==> src/rtl/instr_encoder_pkg.sv <==
// Shared definitions for the LEGv8 instruction encoder: format codes, immediate bounds, queue sizing.
package instr_encoder_pkg;

   typedef enum logic [2:0] {
      FMT_R  = 3'd0,
      FMT_I  = 3'd1,
      FMT_D  = 3'd2,
      FMT_B  = 3'd3,
      FMT_CB = 3'd4,
      FMT_IW = 3'd5
   } fmt_e;

   localparam int QUEUE_DEPTH = 2;
   localparam int COUNT_W     = 2;
   localparam int ENTRY_W     = 33;

   localparam logic [63:0]        I_IMM_MAX  = 64'd4095;
   localparam logic [63:0]        IW_IMM_MAX = 64'd65535;
   localparam logic signed [63:0] D_IMM_MIN  = -64'sd256;
   localparam logic signed [63:0] D_IMM_MAX  = 64'sd255;
   localparam int                 B_OFS_MSB  = 27;
   localparam int                 CB_OFS_MSB = 20;

   // True when every bit above msb replicates bit msb (value fits a signed field).
   function automatic logic fits_signed(input logic [63:0] v, input int msb);
      logic [63:0] hi;
      hi = $signed(v) >>> msb;
      return (hi == '0) || (hi == '1);
   endfunction

endpackage

==> src/rtl/instr_encoder_skid_fifo.sv <==
// Two-entry {instr, err} output queue; entry 0 is the head and drives dout directly.
module instr_enc_skid_fifo
   import instr_encoder_pkg::*;
(
   input  logic               clk,
   input  logic               rst,
   input  logic               push,
   input  logic               pop,
   input  logic [ENTRY_W-1:0] din,
   output logic [ENTRY_W-1:0] dout,
   output logic [COUNT_W-1:0] count
);

   logic [ENTRY_W-1:0] mem_reg [QUEUE_DEPTH];
   logic [COUNT_W-1:0] count_reg;
   logic [COUNT_W-1:0] count_next;
   logic [COUNT_W-1:0] wr_idx;

   // A pop shifts entries toward the head, so the write slot moves down with it.
   assign wr_idx = count_reg - {{(COUNT_W-1){1'b0}}, pop};

   always_comb begin
      count_next = count_reg;
      if (push && !pop) begin
         count_next = count_reg + 1'b1;
      end else if (pop && !push) begin
         count_next = count_reg - 1'b1;
      end
   end

   always_ff @(posedge clk or posedge rst) begin
      if (rst) begin
         count_reg <= '0;
      end else begin
         count_reg <= count_next;
      end
   end

   generate
      for (genvar gi = 0; gi < QUEUE_DEPTH; gi++) begin : g_entry
         logic [ENTRY_W-1:0] shift_in;
         if (gi + 1 < QUEUE_DEPTH) begin : g_mid
            assign shift_in = mem_reg[gi+1];
         end else begin : g_tail
            assign shift_in = '0;
         end

         always_ff @(posedge clk or posedge rst) begin
            if (rst) begin
               mem_reg[gi] <= '0;
            end else if (push && (wr_idx == COUNT_W'(gi))) begin
               mem_reg[gi] <= din;
            end else if (pop) begin
               mem_reg[gi] <= shift_in;
            end
         end
      end
   endgenerate

   assign dout  = mem_reg[0];
   assign count = count_reg;

endmodule

==> src/rtl/instr_encoder.sv <==
// LEGv8 R/I/D/B/CB/IW instruction encoder with immediate range checks and a 2-deep output queue.
// Optional build macro ENC_ALIGN_CHECK_EN flags B/CB byte offsets that are not word aligned.
module instr_encoder
   import instr_encoder_pkg::*;
(
   input  logic        iCLK,
   input  logic        iRST,
   input  logic        iValid,
   output logic        oReadyIn,
   input  logic [2:0]  iFormat,
   input  logic [10:0] iOpcode,
   input  logic [4:0]  iRd,
   input  logic [4:0]  iRn,
   input  logic [4:0]  iRm,
   input  logic [5:0]  iShamt,
   input  logic [63:0] iImm,
   output logic        oValid,
   input  logic        iReady,
   output logic        oInstr_unused_guard_n,
   output logic [31:0] oInstr,
   output logic        oRangeErr,
   output logic [15:0] oErrCount
);

   logic [31:0]        word;
   logic               word_err;
   logic               align_err;
   logic               push;
   logic               pop;
   logic               run_reg;
   logic [15:0]        err_count_reg;
   logic [ENTRY_W-1:0] head;
   logic [COUNT_W-1:0] count;

`ifdef ENC_ALIGN_CHECK_EN
   assign align_err = (iImm[1:0] != 2'b00);
`else
   assign align_err = 1'b0;
`endif

   always_comb begin
      word     = '0;
      word_err = 1'b0;
      case (iFormat)
         FMT_R: begin
            word = {iOpcode, iRm, iShamt, iRn, iRd};
         end
         FMT_I: begin
            word     = {iOpcode[10:1], iImm[11:0], iRn, iRd};
            word_err = (iImm > I_IMM_MAX);
         end
         FMT_D: begin
            word     = {iOpcode, iImm[8:0], 2'b00, iRn, iRd};
            word_err = ($signed(iImm) < D_IMM_MIN) || ($signed(iImm) > D_IMM_MAX);
         end
         FMT_B: begin
            word     = {iOpcode[10:5], iImm[27:2]};
            word_err = !fits_signed(iImm, B_OFS_MSB) || align_err;
         end
         FMT_CB: begin
            word     = {iOpcode[10:3], iImm[20:2], iRd};
            word_err = !fits_signed(iImm, CB_OFS_MSB) || align_err;
         end
         FMT_IW: begin
            word     = {iOpcode[10:2], iShamt[1:0], iImm[15:0], iRd};
            word_err = (iImm > IW_IMM_MAX);
         end
         default: begin
            word     = '0;
            word_err = 1'b1;
         end
      endcase
   end

   // Holds oReadyIn low through reset and releases it on the first edge afterwards.
   always_ff @(posedge iCLK or posedge iRST) begin
      if (iRST) begin
         run_reg <= 1'b0;
      end else begin
         run_reg <= 1'b1;
      end
   end

   assign oReadyIn = run_reg && (count < COUNT_W'(QUEUE_DEPTH));
   assign oValid   = (count != '0);
   assign push     = iValid && oReadyIn;
   assign pop      = oValid && iReady;

   always_ff @(posedge iCLK or posedge iRST) begin
      if (iRST) begin
         err_count_reg <= '0;
      end else if (push && word_err && (err_count_reg != 16'hFFFF)) begin
         err_count_reg <= err_count_reg + 16'd1;
      end
   end

   instr_enc_skid_fifo u_fifo (
      .clk   (iCLK),
      .rst   (iRST),
      .push  (push),
      .pop   (pop),
      .din   ({word, word_err}),
      .dout  (head),
      .count (count)
   );

   assign oInstr                = head[ENTRY_W-1:1];
   assign oRangeErr             = head[0];
   assign oErrCount             = err_count_reg;
   assign oInstr_unused_guard_n = 1'b1;

endmodule
==> config.mk <==
export PLATFORM = sky130hd
export DESIGN_NAME = instr_encoder
export DESIGN_NICKNAME = d
export VERILOG_FILES = /design/src/rtl/instr_encoder_pkg.sv /design/src/rtl/instr_encoder_skid_fifo.sv /design/src/rtl/instr_encoder.sv
export SDC_FILE = /design/constraint.sdc
export NUM_CORES = 1
export LEC_CHECK = 0
export CELL_PAD_IN_SITES_DETAIL_PLACEMENT = 1
export CELL_PAD_IN_SITES_GLOBAL_PLACEMENT = 1
export CORE_ASPECT_RATIO = 0.5
export CORE_UTILIZATION = 35
export DETAILED_ROUTE_END_ITERATION = 7
export GPL_ROUTABILITY_DRIVEN = 1
export HOLD_SLACK_MARGIN = 0.15
export PLACE_DENSITY = 0.84
export SETUP_SLACK_MARGIN = 0.4
export SLEW_MARGIN = 10
export SYNTH_ARGS = -nofsm -noshare
export SYNTH_HDL_FRONTEND = slang
export SYNTH_SLANG_ARGS = --single-unit
==> constraint.sdc <==
create_clock -name iCLK -period 3.6 [get_ports iCLK]
set_input_delay 0.54 -clock iCLK [delete_from_list [all_inputs] [get_ports iCLK]]
set_output_delay 0.54 -clock iCLK [all_outputs]
set_load 0.005 [all_outputs]
# [Word level (Yosys, flattened, before mapping)]
# Index checks and enable logic that the tools add are counted.
[word_totals] register_bits=85 input_bits=103 output_inout_bits=52 elab_cells=55
[op_classes] add_sub_neg=4 magnitude_cmp=5 eq_ne=9 n_mux=8 reduce_logical=24
[ops] op="$pmux 32 s6" n=1
[ops] op="$mux 33" n=4
[ops] op="$eq 64x64->1 const B" n=2
[ops] op="$logic_not 64->1" n=2
[ops] op="$gt 64x12->1 const B" n=1
[ops] op="$gt 64x16->1 const B" n=1
[ops] op="$gt 64x9->1 const B" n=1
[ops] op="$lt 64x9->1 const B" n=1
[ops] op="$add 16x1->16 const B" n=1
[ops] op="$ne 16x16->1 const B" n=1
[ops] op="$logic_and 1x1->1" n=9
[ops] op="$reduce_bool 2->1" n=4
[ops] op="$eq 3x2->1 const B" n=2
[ops] op="$eq 3x3->1 const B" n=2
[ops] op="$pmux 1 s6" n=1
[ops] op="$logic_not 1->1" n=4
[ops] op="$mux 2" n=2
[ops] op="$eq 3x1->1 const B" n=1
[ops] op="$logic_not 3->1" n=1
[ops] op="$logic_or 1x1->1" n=3
[ops] op="$add 2x1->2 const B" n=1
[ops] op="$eq 2x1->1 const B" n=1
[ops] op="$logic_not 2->1" n=1
[ops] op="$lt 2x2->1 const B" n=1
[ops] op="2 further kinds" n=2

# [Longest topological paths before layout]
[logic_depth] depth_word=7 mapped_depth=12

# [Cells and area by module]
# Synthesis repeated with hierarchy kept, for this count alone.
[unflattened] hier_cells=535 area_unflattened_um2=5651.7
[modules_own_cells] mod="instr_enc_skid_fifo" n_inst=1 cells_each=226 area_each_um2=3319.4
[modules_own_cells] mod="instr_encoder" n_inst=1 cells_each=309 area_each_um2=2332.2

# [Least setup slack after synthesis]
# Ideal clock, no wire load.
[synth_timing] kind="register to register" start="register u_fifo.count_reg[0], in the netlist u_fifo.count[0]" end="register u_fifo.mem_reg (netlist bit u_fifo.g_entry[0].shift_in[11])" arrival_time_ns=2.873 setup_slack_ns=0.602 path_stages_with_launch=11 n_path_buf=4 period_less_slack_ns=2.998 path_cell_list="dfrtp_1 or2_2 nand2_1 buf_1 clkbuf_1 inv_1 ha_1 or3_1 clkbuf_1 clkbuf_1 mux2_2"
[synth_between] elab_chain_len=6 word_cells_on_any_way=10 cone_classes="add/sub (1); order compare (1); eq/ne (1); mux (1); reduce/logical (6)"
[synth_lines] element="start, declared" line="instr_encoder_skid_fifo.sv:15" rtl="logic [COUNT_W-1:0] count_reg;"
[synth_lines] element="start signal, assigned" line="instr_encoder_skid_fifo.sv:35" rtl="count_reg <= count_next;"
[synth_lines] element="$reduce_bool 2->1 *" line="instr_encoder.sv:85" rtl="assign oValid = (count != '0);"
[synth_lines] element="net oValid" line="instr_encoder.sv:17" rtl="output logic oValid,"
[synth_lines] element="$logic_and 1x1->1 *" line="instr_encoder.sv:87" rtl="assign pop = oValid && iReady;"
[synth_lines] element="$sub 2x1->2" line="instr_encoder_skid_fifo.sv:20" rtl="assign wr_idx = count_reg - {{(COUNT_W-1){1'b0}}, pop};"
[synth_lines] element="$eq 2x1->1" line="instr_encoder_skid_fifo.sv:51" rtl="end else if (push && (wr_idx == COUNT_W'(gi))) begin"
[synth_lines] element="$logic_and 1x1->1" line="instr_encoder_skid_fifo.sv:51"
[synth_lines] element="$mux 33 / $reduce_bool 2->1 (equally long branches)"
[synth_lines] element="end signal, assigned by index" line="instr_encoder_skid_fifo.sv:52" rtl="mem_reg[gi] <= din;"
[synth_lines] element="end signal, assigned by index" line="instr_encoder_skid_fifo.sv:54" rtl="mem_reg[gi] <= shift_in;"
[synth_lines] element="end, declared" line="instr_encoder_skid_fifo.sv:14" rtl="logic [ENTRY_W-1:0] mem_reg [QUEUE_DEPTH];"
# Mark *: on every way through the listed nets, which the timed path passes. The rest lies on a longest branch.
# A chain may end at the register's enable or synchronous reset.

# [Worst setup path in the final report]
[layout_timing] start="input iImm[19]" end="register err_count_reg[10], in the netlist oErrCount[10]"
[layout_between] elab_chain_len=5 word_cells_on_any_way=8 cone_classes="order compare (4); mux (1); reduce/logical (3)"
[layout_lines] element="start, declared" line="instr_encoder.sv:16" rtl="input logic [63:0] iImm,"
[layout_lines] element="$lt 64x9->1 / $gt 64x9->1 (equally long branches)" line="instr_encoder.sv:54" rtl="word_err = ($signed(iImm) < D_IMM_MIN) || ($signed(iImm) > D_IMM_MAX);"
[layout_lines] element="$logic_or 1x1->1" line="instr_encoder.sv:54"
[layout_lines] element="$pmux 1 s6 *" line="instr_encoder.sv:44" rtl="case (iFormat)"
[layout_lines] element="$logic_and 1x1->1 * (2 in series)" line="instr_encoder.sv:92" rtl="end else if (push && word_err && (err_count_reg != 16'hFFFF)) begin"
[layout_lines] element="end signal, assigned" line="instr_encoder.sv:93" rtl="err_count_reg <= err_count_reg + 16'd1;"
[layout_lines] element="end, declared" line="instr_encoder.sv:31" rtl="logic [15:0] err_count_reg;"
# Every way passes the cells marked *; elsewhere a longest branch is shown, timed or not.

==> impl_metrics.py <==
metrics = {
    "global_route": {
        "antenna_found_initial": 0,
        "grt.overflow.total": 0,
        "grt_pass1_vias": 5229,
        "grt_first_pass_wirelength_um": 27290,
        "grt_usage_pct": 23.70,
        "grt_max_degree": 68,
    },
    "cells_and_area": {
        "instances_no_fill": 918,
        "layout-drive-gt1-share_pct": 10.33,
        "area_growth_pct": 39.89,
        "nNetsFinal": 828,
        "insertedDiodeCount": 0,
        "n_fill_cell": 1637,
    },
    "sta": {
        "setup_viol": 0,
        "layout_min_cycle_time_ns": 2.880,
        "timing.final.hold_violations": 0,
        "slew_violations": 0,
        "skew_ns": 0.006798,
        "worst_pin_slew_ns": 1.102,
        "max_slew_margin_pct": 26.28,
        "finalCritPeriodShare_pct": 80.01,
        "fin_setup_tns_ns": 0,
        "clock.fmax_mhz": 347.2,
        "grt_setup_unrepaired": "no",
    },
    "pwr": {
        "power.density_nw_per_um2": 547.4,
        "seq_power_share_pct": 37.2,
        "pwr-share-comb_pct": 36.9,
        "switching_share_pct": 31.64,
        "ir_drop_v": 0.0002572,
        "p_leak_uw": 0.003000,
        "intPower_uw": 2648,
        "p_clk_share_pct": 25.9,
        "switching_power_uw": 1226,
    },
    "clocking": {
        "cts_inserted_buffers": 9,
        "cts.clk_slew.worst_paths_ns": 0.06,
        "cts_tree": "built",
        "cts_buffer_depth": 2,
        "cts_root_buffer": "clkbuf_16",
        "htree_levels": 3,
        "postCtsHoldBufs": 0,
        "cts.sinks": 85,
        "postCtsSetupBuffers": 0,
        "cts_resized": 0,
        "clock_latency_ns": 0.34,
    },
    "placement": {
        "dpl.hpwl_um": 12420,
        "io_buffers": 153,
        "place_congestion": 0.9127,
        "post-place-cells": 903,
    },
    "floorplanning": {
        "num_io_pins": 155,
        "die_y_um": 87.02,
        "coreArea_sq_um": 13810,
        "fp.dieW_um": 172.0,
        "placementRows": 30,
        "die_area_sq_um": 14970,
        "start_util_pct": 36.63,
    },
    "yosys": {
        "async_reset_ff_share_pct": 100.0,
        "yosys_warnings": 0,
        "ys_seq_area_share_pct": 42.04,
        "synth_common_cells": "dfrtp_1, nand2_1, o21ai_0, nor2_1, a21oi_1",
        "avgSynthCellArea_sq_um": 8.635,
        "synth_top_area_share_pct": 42.04,
        "synthMostInstantiatedCell": "dfrtp_1",
        "synth_top_area_cell": "dfrtp_1",
        "synth_edf_count": 0,
        "synthCells": 586,
        "synth_area_sq_um": 5060,
        "synth_seq_cells": 85,
        "synth_cell_type_count": 51,
        "synthFlopType": "dfrtp_1",
        "synth_area_leaders": "dfrtp_1, mux2_2, o21ai_0",
    },
    "route": {
        "drt-initial-drc-count": 374,
        "ant_nets": 0,
        "routed_wl_um": 16910,
        "via_count": 4998,
        "drcViolationCount": 0,
        "wl_per_cell_um": 18.42,
        "firstDrtPassIters": 4,
        "routed_via_density": 5.444,
    },
    "setup_path": {
        "worstSetupEndpointType": "register",
        "crit_arrival_ns": 3.10,
        "slowest_delay_ns": 0.63,
        "cpMaxStageDelayCell": "or4_1",
        "cpMostUsedCell": "o211ai_2",
        "worstPathCellList": "clkdlybuf4s50_1, or4_1, or3_1, o221ai_1, o211ai_2, o211ai_2, nor3_1, xor2_1",
        "crit_required_ns": 3.82,
        "critPathLaunchType": "primary input",
        "critical_path_class": "in2reg",
        "worst-path-max-fanout": 7,
    },
    "outcome": {
        "outcome": "completed",
    },
    "flow_run": {
        "maxCapViolations": 0,
    },
    "min_path": {
        "hold_class": "reg2reg",
    },
}
## cell families after synthesis
kind of cell	count (synthesis)	share of synthesized area (%)
AOI/OAI and AO/OA	143	16.17
xor gates and xnor gates	19	3.289
adders and majority gates	3	0.7419
buffers and inverters	52	3.956
DFF	85	42.04
muxes	56	12.66
other	1	0.07411
and+or+nand+nor	227	21.07
## worst paths after layout
check                                                 start                                         end  slack (ns)  depth (start not counted)
worst min register to register  u_fifo.count[1]$_DFFE_PP0P_                 u_fifo.count[1]$_DFFE_PP0P_        0.49                          1
min in group asynchronous                              iRST                 u_fifo.dout[16]$_DFFE_PP0P_        0.63                          2
worst min-delay path            u_fifo.count[1]$_DFFE_PP0P_                 u_fifo.count[1]$_DFFE_PP0P_        0.49                          1
worst max register to register  u_fifo.count[0]$_DFFE_PP0P_  u_fifo.g_entry[0].shift_in[17]$_DFFE_PP0P_        0.90                          6
worst max-delay path                               iImm[19]                   oErrCount[10]$_DFFE_PP0P_        0.72                          8
max in group asynchronous                              iRST   u_fifo.g_entry[0].shift_in[0]$_DFFE_PP0P_        2.20                          3
## area by class of cell
class                           instances  area [sq um]  share of cell area (%)
Multi-Input combinational cell        450          2743                   38.75
Sequential cell                        85          2127                   30.05
Timing Repair Buffer                  163          1597                   22.56
Tap cell                              192         240.2                   3.394
Clock buffer                            9         225.2                   3.182
Clock inverter                          6         96.34                   1.361
Inverter                               13         50.05                  0.7071
## metal layers
| metal | vias to the layer above | track usage (%) | routed length (um) |
|---|---|---|---|
| met3 | 25 | 5.861 | 1069 |
| met5 | - | 0 | 0 |
| met4 | 0 | 6.597 | 270 |
| met1 | 2454 | 30.30 | 7381 |
| li1 | 2371 | - | - |
| met2 | 148 | 40.07 | 8183 |
## cell usage in the layout (no fill, tap or decap), types with 9 or more instances in the layout
master	synthesis	layout
xor2_1	13	13
inv_1	11	10
a21oi_1	47	47
nor4_1	12	12
buf_4	1	10
clkbuf_16	0	9
nand4_1	17	17
clkdlybuf4s50_1	0	151
mux2i_1	19	19
dfrtp_1	85	85
nor2_1	53	53
nand2_1	72	70
o21ai_0	67	67
nand3_1	40	40
mux2_2	34	34
## power groups by stage
stage	combinational (uW)	sequential [uW]	clock (uW)
2_1_floorplan	690	1420	0
3_3_place_gp	1380	1430	0
3_5_place_dp	1430	1460	0
4_1_cts	1450	1440	1020
5_1_grt	1570	1480	1060
6_report	1430	1440	1000
## per-stage QoR
step	instance area [sq um]	setup slack, ns	total power [uW]	util (%)	hold WS [ns]
detailed placement	6756	0.3228	2882	48.91	0.4877
finish	7078	0.7197	3874	51.24	0.4877
CTS	7078	0.6960	3915	51.24	0.4931
global route	7078	0.4534	4107	51.24	0.5158
global placement	6756	0.4214	2816	48.91	0.4767
floorplan	5064	0.6018	2109	-	0.4555
## critical path, delay by kind of cell
family,cells,cell delay (ns)
AO/OA/AOI/OAI,3,0.76
buffers and inverters,1,0.49
AND/OR/NAND/NOR,3,1.14
XOR/XNOR,1,0.16
Power figures use the tool's default switching activity.
==> variant 1, RTL diff (same flow settings) <==
The package constant `COUNT_W` goes from 2 to 3.
--- a/src/rtl/instr_encoder_pkg.sv
+++ b/src/rtl/instr_encoder_pkg.sv
@@ -11,7 +11,7 @@
    } fmt_e;
 
    localparam int QUEUE_DEPTH = 2;
-   localparam int COUNT_W     = 2;
+   localparam int COUNT_W     = 3;
    localparam int ENTRY_W     = 33;
 
    localparam logic [63:0]        I_IMM_MAX  = 64'd4095;
Behaviour: no difference found for any inputs over 10 cycles, from zero or initial values and one cycle with iRST high; that may be too few to reach the edited logic, so the function may still have changed.
==> variant 1 against the original RTL <==
Routed wire length rose by 7.0%; sequential cell count increased by 1; total power decreased by 20%; setup slack got worse by 0.071 ns; synthesized cell count rose by 0.85%; design area rose by 1.2%; clock skew grew 0.0012 ns; count of clock-buffer cells in the layout is the same; cell count is 1.2% higher; area after synthesis is 0.62% higher; via count grew 3.4%; critical path depth grew 3; global-route usage rose by 0.52 points; critical path type is now flop to flop.
==> variant 1: results (changes against the original RTL) <==
[layout]
seq_area_share_pct = 30.04  ; about the same
clock_cell_area_share_pct = 4.418  ; -0.12 points
buffer_area_share_pct = 23.44  ; +0.88 points
stdcell_area_um2 = 7164  ; +1.2%
drive_gt1_share_pct = 9.362  ; -0.97 points
clkbuf_count = 9  ; unchanged
multi_input_area_um2 = 2738  ; -0.18%
fillCellCount = 1613  ; -1.5%
signal_buffers = 171  ; +4.9%
nNonClkInverters = 10  ; -3
multi_input_gates = 454  ; +0.89%

[clocking]
insertion_delay_ns = 0.35
htreeDepth = 3  ; unchanged
path_clk_slew_ns = 0.08  ; +0.02 ns

[yosys]
ys_top_cells_by_area = dfrtp_1 42%, nand2_1 6.2%, mux2_2 5.5%
yosys_register_bits = 86  ; +1.2%
synth_common_cells = 86 x dfrtp_1, 84 x nand2_1, 49 x nor2_1
synth_cell_types = 50  ; -2.0%
synthCells = 591  ; +0.85%

[power]
power_switching_share_pct = 31.85  ; +0.21 points
ir_drop_mv = 0.2030  ; -21%
p_seq_mw = 1.18  ; -18%
internal-power_mw = 2.116  ; -20%
power_leakage_nw = 3.124  ; +4.1%

[placement]
post_dp_cell_area_um2 = 6848  ; +1.4%
place.detailed.hpwl_mm = 12.82  ; +3.3%
gp_congestion = 0.9450  ; +3.5%

[run_status]
status = completed

[setup_path]
r2r.worst_path.cells = 11  ; +5
worstPathMaxFanout = 42  ; +35
max_stage_delay_ns = 0.58  ; -0.05 ns
reg2reg_slack_ns = 0.65  ; -0.25 ns
reg2reg_to = u_fifo.g_entry[0].shift_in[25]
slowest_stage = or2_2

[worst_hold_path]
hold_end = oErrCount[6]
hold_class = flop to flop
min-delay-start = oErrCount[6]

[timing]
clock_skew_ns = 0.008031  ; +0.001234 ns
hold_slack_ns = 0.4882  ; +0.0005710 ns
tightest_slew_ns = 0.9057  ; -0.1962 ns

[global_route]
grt_use_total_pct = 24.22  ; +0.52 points
grt_pass1_vias = 5444  ; +4.1%
grt_pass1_wl_mm = 28.53  ; +4.6%

[detailed_routing]
vias = 5169  ; +3.4%
drt_first_iter_violations = 343  ; -8.3%

[variant 1: changes by cell type in the layout (fill, tap and decap cells not counted), sizes merged, moves of 6 or more]
cell	delta
a22oi	+6
a31oi	+13
and2	-6
and3	+12
buf	+6
mux2	-8
mux2i	-7
nand2	+12
nand3	+6
o21ai	-23
[variant 1: how the worst max path moves through the flow]
stage	startpoint	depth (start not counted)	slack, ns	endpoint
detailed placement	iImm[40]	9	0.43	oErrCount[2]
floorplan	u_fifo.count[0]	13	0.79	u_fifo.g_entry[0].shift_in[16]
finish	u_fifo.count[0]	11	0.65	u_fifo.g_entry[0].shift_in[25]
CTS	u_fifo.count[0]	11	0.64	u_fifo.g_entry[0].shift_in[25]
global route	u_fifo.count[0]	11	0.46	u_fifo.g_entry[0].shift_in[25]
global placement	iImm[63]	9	0.46	oErrCount[2]
[variant 1: logic make-up (layout without fill, tap and decap cells)]
kind of cell | after synthesis | count (layout) | synth area share, %
simple gates | 249 | 249 | 23.30
compound gates | 138 | 138 | 16.20
flops | 86 | 86 | 42.27
buf+inv | 52 | 197 | 4.079
mux | 41 | 41 | 9.437
xor+xnor | 19 | 19 | 3.269
fa+ha+maj | 5 | 5 | 1.376
other cells | 1 | 2 | 0.07366
[variant 1: metal layers]
layer | global-route usage [%] | up-vias | wire length, um
met5 | 0 | - | 0
met3 | 4.407 | 38 | 775
met4 | 8.847 | 0 | 431
li1 | - | 2412 | -
met1 | 29.61 | 2575 | 7846
met2 | 43.33 | 144 | 9027
[variant 1: worst max-delay path: cells and delay by family (launching register included)]
family	cells	cell delay, ns
compound gates	1	0.09
xor+xnor	1	0.18
fa+ha+maj	2	0.38
buf+inv	2	0.37
flops	1	0.44
simple gates	5	1.32
==> variant 2, RTL diff (same settings) <==
Made on the original files. Make the reset (`iRST` and `rst`) synchronous in 4 clocked blocks.
--- a/src/rtl/instr_encoder_skid_fifo.sv
+++ b/src/rtl/instr_encoder_skid_fifo.sv
@@ -28,7 +28,7 @@
       end
    end
 
-   always_ff @(posedge clk or posedge rst) begin
+   always_ff @(posedge clk) begin
       if (rst) begin
          count_reg <= '0;
       end else begin
@@ -45,7 +45,7 @@
             assign shift_in = '0;
          end
 
-         always_ff @(posedge clk or posedge rst) begin
+         always_ff @(posedge clk) begin
             if (rst) begin
                mem_reg[gi] <= '0;
             end else if (push && (wr_idx == COUNT_W'(gi))) begin
--- a/src/rtl/instr_encoder.sv
+++ b/src/rtl/instr_encoder.sv
@@ -73,7 +73,7 @@
    end
 
    // Holds oReadyIn low through reset and releases it on the first edge afterwards.
-   always_ff @(posedge iCLK or posedge iRST) begin
+   always_ff @(posedge iCLK) begin
       if (iRST) begin
          run_reg <= 1'b0;
       end else begin
@@ -86,7 +86,7 @@
    assign push     = iValid && oReadyIn;
    assign pop      = oValid && iReady;
 
-   always_ff @(posedge iCLK or posedge iRST) begin
+   always_ff @(posedge iCLK) begin
       if (iRST) begin
          err_count_reg <= '0;
       end else if (push && word_err && (err_count_reg != 16'hFFFF)) begin
Check against the original RTL: differs if iRST is asserted again (counterexample within 4 cycles, from zero or initial values and one cycle with iRST high); with iRST held inactive, the same outputs for 10 cycles.
==> variant 2 against the original RTL <==
The run now ends with DRC left; cell count down 6.8%; core utilization about the same; area after synthesis down 3.0%; setup slack better by 0.030 ns; total power down 15%; clock skew up 0.0043 ns; sequential cell count unchanged; design area down 1.3%; maximum frequency up 1.1%; routed wire length down 0.49%; critical endpoint is now oErrCount[3]; largest power group unchanged.
==> variant 2: results (changes against the original RTL) <==
[yosys]
synth.area.mux_share_pct = 8.361  ; -4.3 points
synth_adder_area_share_pct = 0.7647  ; +0.023 points
synth_ff_type = edfxtp_1
synth_xor_area_share_pct = 0.3569  ; -2.9 points
synth_warnings = 0  ; unchanged
synth_compound_area_share_pct = 15.78  ; -0.39 points
synth_async_sr_flop_share_pct = 0  ; -100 points
ys_top_cells_by_area = edfxtp_1 40%, dfxtp_1 7.7%, nor2_1 5.4%
syn-num-nets = 618
synth_common_cells = 70 x nor2_1, 66 x edfxtp_1, 58 x nand2_1
yosysSeqAreaShare_pct = 48.13  ; +6.1 points
synth_edf_count = 66  ; +66

[clocking]
insertion_delay_ns = 0.35
htreeDepth = 3  ; unchanged
cts_buffers = 9  ; unchanged
cts_setup_buffers = 0  ; unchanged
cts-root-buf = clkbuf_16
max-clock-path-buffers = 2  ; unchanged

[setup_path]
max_stage_delay_ns = 0.58  ; -0.05 ns
critPathCapture = oErrCount[3]
slowest_stage = or4_1
r2r.worst_path.cells = 8  ; +2
rr_startpoint = u_fifo.count[0]
worstPathMaxFanout = 23  ; +16
critPathRequiredTime_ns = 3.83  ; about the same
reg2reg_to = u_fifo.mem_reg[0][2]
startpoint = iImm[15]
reg2reg_slack_ns = 1.23  ; +0.33 ns

[placement]
gp_congestion = 0.9298  ; +1.9%
port_buffers = 153  ; unchanged
place.detailed.hpwl_mm = 12.24  ; -1.4%
post_dp_cell_area_um2 = 6691  ; -0.96%

[global_route]
grt_use_total_pct = 23.61  ; -0.094 points
antenna_found_initial = 0  ; unchanged
grt_pass1_wl_mm = 26.39  ; -3.3%
grt_pass1_vias = 4965  ; -5.0%
grt_max_degree = 40  ; -41%

[layout]
fillCellCount = 1534  ; -6.3%
largest_reg_flops = 66
final_nets = 765  ; -7.6%
drive_gt1_share_pct = 8.735  ; -1.6 points

[detailed_routing]
wirelength_mm = 16.82  ; -0.49%
drt-pass1-iter-count = 6  ; +2
drt_first_iter_violations = 376  ; +0.53%
ant_nets = 0  ; unchanged
vias_per_cell = 5.590  ; +2.7%
drcViolationCount = 2  ; +2

[timing]
max_slew_margin_pct = 64.69  ; +38 points
clock_skew_ns = 0.01106  ; +0.004265 ns

[run_status]
status = finished with violations
violations = DRC

[power]
ir_drop_mv = 0.2849  ; +11%
p_per_area_nw_per_um2 = 470.3  ; -14%
power_leakage_nw = 2.491  ; -17%

[worst_hold_path]
hold_class = flop to flop

==> variant 2: cell count changes after synthesis, sizes merged, moves of 14 or more <==
cell,unedited run,this run
dfrtp,85,0
edfxtp,0,66
o21ai,69,34
nand3,40,8
mux2,34,10
dfxtp,0,19
nor2,54,70
a21oi,47,33
nand2,72,58
==> variant 2: per-layer routing <==
layer	routed length, um	track usage [%]	up-vias
li1	-	-	2207
met1	7319	30.12	2359
met2	8149	40.18	191
met3	1124	5.768	28
met4	229	6.388	0
met5	0	0	-
==> variant 2: report_power, final <==
group | switching [mW] | total [mW] | internal, mW | leakage (nW)
clock network | 0.391 | 0.927 | 0.536 | 0.136
logic | 0.487 | 0.947 | 0.460 | 1.50
registers | 0.0741 | 1.41 | 1.34 | 0.857
total | 0.952 | 3.28 | 2.33 | 2.49
==> variant 2: area by class of cell <==
class / count / share of cell area [%]
multi-input combinational: 384 / 34.07
clock buffer: 10 / 3.278
sequential: 85 / 33.82
timing repair buffer: 171 / 24.04
clock inverter: 6 / 0.9137
tap: 192 / 3.440
inverter: 8 / 0.4300
==> variant 2: through the flow <==
stage                     std cells  worst slack (ns)  hold slack [ns]
after floorplan                 512            0.5213           0.4667
after detailed placement        840            0.3890           0.4876
after global routing            856            0.6414           0.5486
after CTS                       856            0.7390           0.4981
final                           856            0.7496           0.4987
after global placement          840            0.4875           0.4788
==> variant 2: worst min-delay path by stage <==
stage / startpoint / end / depth (start not counted)
floorplan: u_fifo.count[1] / u_fifo.count[1] / 2
global placement: u_fifo.count[1] / u_fifo.count[1] / 2
detailed placement: oErrCount[10] / oErrCount[10] / 2
CTS: oErrCount[10] / oErrCount[10] / 2
global route: u_fifo.count[1] / u_fifo.count[1] / 2
finish: oErrCount[10] / oErrCount[10] / 2
